[config.mk]
export PLATFORM = sky130hd
export DESIGN_NAME = tick_monitor
export DESIGN_NICKNAME = d
export VERILOG_FILES = /design/src/rtl/tick_monitor.sv
export SDC_FILE = /design/constraint.sdc
export NUM_CORES = 1
export LEC_CHECK = 0
export CORE_UTILIZATION = 47
export CTS_BUF_LIST = sky130_fd_sc_hd__clkbuf_16
export CTS_CLUSTER_DIAMETER = 50
export DETAILED_ROUTE_END_ITERATION = 10
export DONT_BUFFER_PORTS = 1
export PLACE_DENSITY_LB_ADDON = 0.3
export SLEW_MARGIN = 25
export SYNTH_ARGS = -nofsm -noshare
export SYNTH_HDL_FRONTEND = slang
export SYNTH_SLANG_ARGS = --single-unit
[constraint.sdc]
create_clock -name clk -period 2 [get_ports clk]
set_input_delay 0.2 -clock clk [delete_from_list [all_inputs] [get_ports clk]]
set_output_delay 0.2 -clock clk [all_outputs]
set_load 0.01 [all_outputs]
[src/rtl/tick_monitor.sv]
`default_nettype none
//------------------------------------------------------------------------------
// tick_monitor : checks tick spacing against PERIOD+/-TOL, tracks lock, flags
//                early/missing ticks and counts accepted ticks.
// Revision     : 1.0
//------------------------------------------------------------------------------
module tick_monitor #(
    parameter int PERIOD    = 400001,
    parameter int TOL       = 2,
    parameter int CBITS     = 20,
    parameter int LOCK_GOOD = 4
) (
    input  logic             clk,
    input  logic             rst,
    input  logic             enable,
    input  logic             tick,
    input  logic             clr_sticky,
    output logic             locked,
    output logic             early,
    output logic             missed,
    output logic             err_sticky,
    output logic [CBITS-1:0] last_interval,
    output logic [15:0]      tick_cnt
);

    localparam int GBITS = $clog2(LOCK_GOOD + 1);

    localparam logic [CBITS-1:0] C_LO        = CBITS'(PERIOD - TOL);
    localparam logic [CBITS-1:0] C_HI        = CBITS'(PERIOD + TOL);
    localparam logic [CBITS-1:0] C_SAT       = CBITS'(PERIOD + TOL + 1);
    localparam logic [GBITS-1:0] C_LOCK_LAST = GBITS'(LOCK_GOOD - 1);
    localparam logic [GBITS-1:0] C_LOCK_GOOD = GBITS'(LOCK_GOOD);

    localparam logic [1:0] S_IDLE  = 2'd0;
    localparam logic [1:0] S_ACQ   = 2'd1;
    localparam logic [1:0] S_TRACK = 2'd2;
    localparam logic [1:0] S_LOCK  = 2'd3;

    logic [1:0]       state_q, state_d;
    logic [CBITS-1:0] cnt_q, cnt_d;
    logic [GBITS-1:0] good_run_q, good_run_d;
    logic             early_q, missed_q, err_q;
    logic [CBITS-1:0] last_q;
    logic [15:0]      tcnt_q;

    logic w_active, w_judge, w_good, w_early, w_timeout;

    // The timeout fires at C_HI, so a judged tick never sees an interval above it.
    always_comb begin
        w_active  = (state_q == S_TRACK) || (state_q == S_LOCK);
        w_judge   = enable && w_active && tick;
        w_good    = w_judge && (cnt_q >= C_LO) && (cnt_q <= C_HI);
        w_early   = w_judge && (cnt_q < C_LO);
        w_timeout = enable && w_active && !tick && (cnt_q == C_HI);
    end

    always_ff @(posedge clk or negedge rst) begin
        if (!rst) begin
            state_q <= S_IDLE;
        end else begin
            state_q <= state_d;
        end
    end

    always_comb begin
        state_d = state_q;
        if (!enable) begin
            state_d = S_IDLE;
        end else begin
            case (state_q)
                S_IDLE:  state_d = S_ACQ;
                S_ACQ:   if (tick) state_d = S_TRACK;
                S_TRACK: begin
                    if (w_timeout)
                        state_d = S_ACQ;
                    else if (w_good && (good_run_q == C_LOCK_LAST))
                        state_d = S_LOCK;
                end
                S_LOCK: begin
                    if (w_timeout)
                        state_d = S_ACQ;
                    else if (w_early)
                        state_d = S_TRACK;
                end
                default: state_d = S_IDLE;
            endcase
        end
    end

    always_comb begin
        locked        = (state_q == S_LOCK);
        early         = early_q;
        missed        = missed_q;
        err_sticky    = err_q;
        last_interval = last_q;
        tick_cnt      = tcnt_q;
    end

    always_comb begin
        cnt_d = cnt_q;
        if (!enable)
            cnt_d = '0;
        else if (tick && (state_q != S_IDLE))
            cnt_d = {{(CBITS-1){1'b0}}, 1'b1};
        else if (cnt_q != C_SAT)
            cnt_d = cnt_q + 1'b1;

        good_run_d = good_run_q;
        if (!enable || w_early || w_timeout || ((state_q == S_ACQ) && tick))
            good_run_d = '0;
        else if ((state_q == S_TRACK) && w_good && (good_run_q != C_LOCK_GOOD))
            good_run_d = good_run_q + 1'b1;
    end

    always_ff @(posedge clk or negedge rst) begin
        if (!rst) begin
            cnt_q      <= '0;
            good_run_q <= '0;
            early_q    <= 1'b0;
            missed_q   <= 1'b0;
            err_q      <= 1'b0;
            last_q     <= '0;
            tcnt_q     <= '0;
        end else begin
            cnt_q      <= cnt_d;
            good_run_q <= good_run_d;
            early_q    <= w_early;
            missed_q   <= w_timeout;
            if (w_judge)
                last_q <= cnt_q;
            if (w_good)
                tcnt_q <= tcnt_q + 16'd1;
            // A fault seen in LOCK beats a clear requested in the same cycle.
            if ((w_early || w_timeout) && (state_q == S_LOCK))
                err_q <= 1'b1;
            else if (clr_sticky)
                err_q <= 1'b0;
        end
    end

endmodule
`default_nettype wire

==> results.cfg, run 1 <==
[setup_path]
reg2reg_depth = 6
rr_endpoint = cnt_q[1]
required_ns = 2.21
critPathKind = reg -> reg
cp_max_fo = 4
crit_arrival_ns = 2.34
rr_startpoint = cnt_q[19]
startpoint_type = flop
ff2ff_setup_slack_ns = -0.13
end_kind = flop

[final_layout]
syn_to_final_growth_pct = 24.7
drive_above_1_share_pct = 28.2
antenna_cells_inserted = 0
nets = 336

[timing]
fin_crit_ns = 2.13
hold_viol = 0
rsz0062_at_grt = true
setup_viol = 17
finalSetupTns_ns = -0.970
finalWorstSetupSlack_ns = -0.135
slew_headroom_pct = 71.3
skew_ns = 0.00712
hold_slack_ns = 0.0379
final_max_slew_viol_count = 0
final.period_utilization_pct = 107
fmax_ghz = 0.468
worst_pin_slew_ns = 0.431

[pwr]
irDropWorstVdd_mv = 0.771
p_leak_nw = 1.83
power_density_nw_per_um2 = 784

[synth]
seq_area_frac_synth_pct = 51.1
synth-seq-cells = 64
synthSimpleGateAreaFrac_pct = 20.8
syn_area_um2 = 3140
yosys_warnings = 0
synth_ff_type = dfrtp_1
syn_nets = 299
synth_adder_area_share_pct = 2.39
synth_edf_count = 0
synth_xor_area_share_pct = 8.66
synth_top_family_by_area = simple AND/OR/NAND/NOR gates
async_flop_share_pct = 100
synth_cell_type_count = 45
synthMuxAreaShare_pct = 7.14
synthCells = 288
syn_avg_cell_area_um2 = 10.9
synth_compound_area_share_pct = 7.02

[global_routing]
grt_max_degree = 65
grt-ovfl-total = 0
grt_first_pass_wirelength_mm = 11.4
track_usage_pct = 20.7
grt_pass1_vias = 2262
antenna_found_initial = 0

[floorplan]
die_w_um = 83.7
initial_core_util_pct = 49.1
die_area_um2 = 7000
core_area_um2 = 6390
die_h_um = 83.7
rows = 29
io_pins = 45

[status]
violations = setup timing
run_status = complete, but fails checks

[worst_hold_path]
hold_class = in -> reg
hold_start = enable
whs_path_depth = 2
min_to = cnt_q[0]

[placed_design]
port_buffers = 0
gp_congestion = 0.789
hpwlAfterDp_mm = 4.38

[route]
drtAntennaViolNets = 0
drt_wl_total_mm = 6.68
post_drt_wl_per_cell_um = 16.4
route.detailed.drc = 0
vias_per_cell = 5.62
drt_iter0_markers = 136
num_vias = 2288
first_pass_iters = 4

[clocking]
clockBufferDepth = 2
htree_levels = 3
worst_skew_pair.late_latency_ns = 0.33
cts.reportedPaths.clkPinSlew_ns = 0.05
cts.sink_count = 64
cts_tree = yes
cts_made_buffers = 9
cts-root-buf = clkbuf_16

[job]
drv_cap = 0
flip-flops by register name, indices dropped and copies added (netlist names):
register	flops
cnt_q	20
early	1
err_sticky	1
good_run_q	3
last_interval	20
missed	1
state_q	2
tick_cnt	16
layout by cell type, fill, tap and decap left out, types with 2 or more instances in the layout:
master / count
a21oi_2: 2
o21ai_0: 5
and2_1: 3
nor4_1: 3
nor3_2: 2
buf_12: 2
mux2_2: 18
clkbuf_16: 9
nor2_1: 26
xor2_1: 21
buf_4: 32
nand2_1: 19
nor3_1: 5
a211o_1: 2
and4_1: 2
bufinv_16: 2
a21oi_1: 10
inv_1: 12
xnor2_1: 9
nand3_1: 14
o21bai_1: 3
nand4_1: 14
dlygate4sd3_1: 2
and3_1: 4
o31ai_2: 2
nor3_4: 7
dfrtp_1: 64
o21a_1: 2
nor2_4: 2
nor2b_1: 3
a21o_4: 2
ha_1: 6
report_power, final:
part	internal [W]	total (W)	leakage (nW)	switching, W
combinational	0.0000467	0.000122	0.779	0.0000751
clock	0.00107	0.00161	0.161	0.000537
sequential	0.00132	0.00134	0.888	0.0000229
total	0.00243	0.00307	1.83	0.000635
synthesized netlist by cell type, types with 5 or more instances:
cell type / instances / area, um^2
dfrtp_1: 64 / 1600
nor2_1: 26 / 97.6
xor2_1: 21 / 184
mux2_2: 19 / 214
nand2_1: 19 / 71.3
nand3_1: 14 / 70.1
nand4_1: 14 / 87.6
a21oi_1: 12 / 60.1
xnor2_1: 10 / 87.6
inv_1: 9 / 33.8
nor3_1: 7 / 35.0
nor3_2: 7 / 70.1
ha_1: 6 / 75.1
clkbuf_1: 5 / 18.8
o21ai_0: 5 / 25.0
layout make-up:
type                       count  area (um^2)
tap                           77         96.3
clock inverter                 7         80.1
fill                         502         2470
sequential                    64         1600
clock buffer                   9          225
multi-input combinational    204         1550
timing repair buffer          37          328
inverter                       9         33.8
logic make-up after synthesis:
kind of cell / count (synthesis)
AO/OA/AOI/OAI: 33
XOR/XNOR: 31
adder cells (fa/ha/maj): 6
buffers and inverters: 20
flip-flops: 64
multiplexers: 20
AND/OR/NAND/NOR: 114
stage by stage:
| step | util, % | total power, W | setup WS, ns | area, um^2 | cells |
|---|---|---|---|---|---|
| 2_1_floorplan | - | 0.00142 | -0.0317 | 3150 | 288 |
| 3_3_place_gp | 54.0 | 0.00144 | -0.0369 | 3450 | 385 |
| 3_5_place_dp | 54.0 | 0.00145 | -0.0809 | 3450 | 385 |
| 4_1_cts | 60.4 | 0.00309 | -0.0909 | 3860 | 405 |
| 5_1_grt | 61.3 | 0.00316 | -0.210 | 3910 | 407 |
| 6_report | 61.3 | 0.00307 | -0.135 | 3910 | 407 |
worst max-delay path, stage by stage, from the launching register on:
cell,delay (ns)
dfrtp_1,0.37
or4_4,0.56
nor2_4,0.19
nand4_1,0.12
or4b_4,0.54
mux2i_1,0.18
nor2_1,0.06
routing by layer:
layer  wire length, um  GRT usage [%]  vias up  share of wire (%)
li1                  -              -     1093                  -
met1              3110           28.3     1104                 47
met2              3020           30.2       78                 45
met3               403           5.84       13                6.0
met4               144           9.86        0                2.2
met5                 0              0        -                  0
timing repair:
action                                  in CTS  in global routing
hold buffers                                 3                  0
hold endpoints to repair                    65                  0
gates resized for setup                     10                  8
endpoints found under the setup margin      21                 24
pin swaps                                    5                  9
buffers inserted                             1                  2
how the worst max path moves through the flow:
stage                     to  startpoint  cells after the start  slack, ns
2_1_floorplan       cnt_q[0]   cnt_q[19]                      6      -0.03
3_3_place_gp        cnt_q[0]   cnt_q[19]                      6      -0.04
3_5_place_dp   good_run_q[1]   cnt_q[19]                      7      -0.08
4_1_cts             cnt_q[1]   cnt_q[19]                      6      -0.09
5_1_grt             cnt_q[1]   cnt_q[19]                      6      -0.21
6_report            cnt_q[1]   cnt_q[19]                      6      -0.13
Note: power is estimated with default switching activity, not from simulation.
==> run 2: changes to the inputs <==
==> constraint.sdc (replaced) <==
create_clock -name clk -period 1.95 [get_ports clk]
set_input_delay 0.195 -clock clk [delete_from_list [all_inputs] [get_ports clk]]
set_output_delay 0.195 -clock clk [all_outputs]
set_load 0.01 [all_outputs]
==> run 2 against run 1 <==
The run still ends with setup timing left. Hold slack worse by 0.0089 ns. Critical path depth is 1 higher. Register-to-register slack hardly changed. Critical path type unchanged.
==> results.cfg, run 2 (same netlist as run 1, synthesis figures left out) <==
[pwr]
total_power_w = 0.00300
p_int_w = 0.00236
p_leak_nw = 1.84
power_density_nw_per_um2 = 763
irDropWorstVdd_mv = 0.745
switching_share_pct = 21.5
pwr-share-seq_pct = 45.8
pwr-share-comb_pct = 4.0
clockPowerShare_pct = 50.2
p_sw_w = 0.000646

[timing]
slew_headroom_pct = 55.7
fin_crit_ns = 2.09
skew_ns = 0.00518
final_max_slew_viol_count = 0
worst_pin_slew_ns = 0.662
rsz0062_at_grt = true
fmax_ghz = 0.477
hold_slack_ns = 0.0289
finalWorstSetupSlack_ns = -0.145
final.period_utilization_pct = 107
hold_viol = 0
setup_viol = 21

[floorplan]
die_w_um = 83.7
die_area_um2 = 7000
rows = 29
initial_core_util_pct = 49.1
io_pins = 45
core_area_um2 = 6390
die_h_um = 83.7

[clocking]
clockBufferDepth = 2
cts_made_buffers = 9
cts.reportedPaths.clkPinSlew_ns = 0.05
htree_levels = 3
worst_skew_pair.late_latency_ns = 0.33
cts.sink_count = 64
cts_tree = yes
cts-root-buf = clkbuf_16

[route]
drtAntennaViolNets = 0
vias_per_cell = 5.52
drt_iter0_markers = 55
post_drt_wl_per_cell_um = 15.9
first_pass_iters = 4
route.detailed.drc = 0
drt_wl_total_mm = 6.54
num_vias = 2270

[final_layout]
antenna_cells_inserted = 0
nets = 341
drive_above_1_share_pct = 29.0
layout_commonest_cell = dfrtp_1
instances_no_fill = 411
final_cell_mix = 64 x dfrtp_1, 36 x buf_4, 26 x nor2_1, 21 x xor2_1, 19 x nand2_1
syn_to_final_growth_pct = 25.6

[job]
drv_cap = 0

[setup_path]
rr_endpoint = tick_cnt[10]
reg2reg_depth = 7
required_ns = 2.20
crit_arrival_ns = 2.34
cp.depth = 7
critPathKind = reg -> reg
cp_num_buf_inv = 1
critPathTopFamily = simple AND/OR/NAND/NOR gates
startpoint_type = flop
crit_chain = or4_4 -> nor2_4 -> nand4_4 -> a21o_4 -> buf_12 -> nor3_2 -> xor2_1
worst_path_largest_cell_delay_ns = 0.56
rr_startpoint = cnt_q[19]
ff2ff_setup_slack_ns = -0.14
critical_path.slowest_cell = or4_4
end_kind = flop
cp_max_fo = 7

[placed_design]
preCtsSetupSlack_ns = -0.139
gp_congestion = 0.783
port_buffers = 0
post-place-cells = 390
hpwlAfterDp_mm = 4.48

[worst_hold_path]
hold_start = enable
whs_path_depth = 2
hold_class = in -> reg
min_to = cnt_q[0]

[global_routing]
grt_max_degree = 65
grt_pass1_vias = 2199
grt_first_pass_wirelength_mm = 10.6
grt-ovfl-total = 0
antenna_found_initial = 0
track_usage_pct = 19.7

[status]
run_status = complete, but fails checks
violations = setup timing
-- run 2: cell count changes in the layout (fill, tap and decap cells not counted), sizes merged --
cell and change:
buf +5, inv -3, clkinv +3, bufinv -1
-- run 2: cell type report --
cell class | instances | area (um^2)
Clock buffer | 9 | 225
Fill cell | 501 | 2450
Timing Repair Buffer | 42 | 369
Sequential cell | 64 | 1600
Tap cell | 77 | 96.3
Clock inverter | 6 | 51.3
Multi-Input combinational cell | 204 | 1560
Inverter | 9 | 33.8
-- run 2: power groups by stage --
stage	registers (W)	logic (W)	clock network, W
2_1_floorplan	0.00139	0.0000618	0
3_3_place_gp	0.00140	0.0000827	0
3_5_place_dp	0.00140	0.0000840	0
4_1_cts	0.00137	0.000123	0.00153
5_1_grt	0.00138	0.000138	0.00159
6_report	0.00138	0.000122	0.00151
-- run 2: through the flow --
stage | setup TNS (ns) | util [%] | instance area (um^2)
finish | -1.97 | 61.7 | 3940
global route | -3.73 | 61.7 | 3940
CTS | -1.85 | 60.1 | 3840
detailed placement | -1.71 | 54.6 | 3490
global placement | -1.13 | 54.6 | 3490
floorplan | -0.795 | - | 3160
-- run 2: layer usage --
layer / global-route usage [%] / vias up / share of wire (%)
met5: 0 / - / 0
met4: 7.86 / 0 / 1.5
met3: 7.12 / 10 / 5.6
met2: 27.8 / 54 / 44
met1: 27.6 / 1115 / 49
li1: - / 1091 / -
-- run 2: how the worst max path moves through the flow --
stage / endpoint / slack [ns] / startpoint
3_5_place_dp: tick_cnt[1] / -0.14 / cnt_q[19]
3_3_place_gp: tick_cnt[1] / -0.1 / cnt_q[19]
4_1_cts: cnt_q[1] / -0.13 / cnt_q[19]
5_1_grt: cnt_q[1] / -0.25 / cnt_q[19]
2_1_floorplan: cnt_q[0] / -0.08 / cnt_q[19]
6_report: tick_cnt[10] / -0.14 / cnt_q[19]
-- run 2: worst register-to-register path: cells and delay by family (launching register included) --
| family | cells | cell delay, ns |
|---|---|---|
| xor gates and xnor gates | 1 | 0.18 |
| and+or+nand+nor | 4 | 1.01 |
| buffers and inverters | 1 | 0.17 |
| AOI/OAI and AO/OA | 1 | 0.29 |
| DFF | 1 | 0.37 |
-- run 2: timing repair --
| item | 4_1_cts | 5_1_grt |
|---|---|---|
| pin swaps | 2 | 3 |
| setup endpoints to repair | 22 | 23 |
| buffers inserted | 0 | 3 |
| endpoints found under the hold margin | 65 | 0 |
| cloned | 0 | 0 |
| resized for setup | 5 | 14 |
| hold buffers | 3 | 0 |
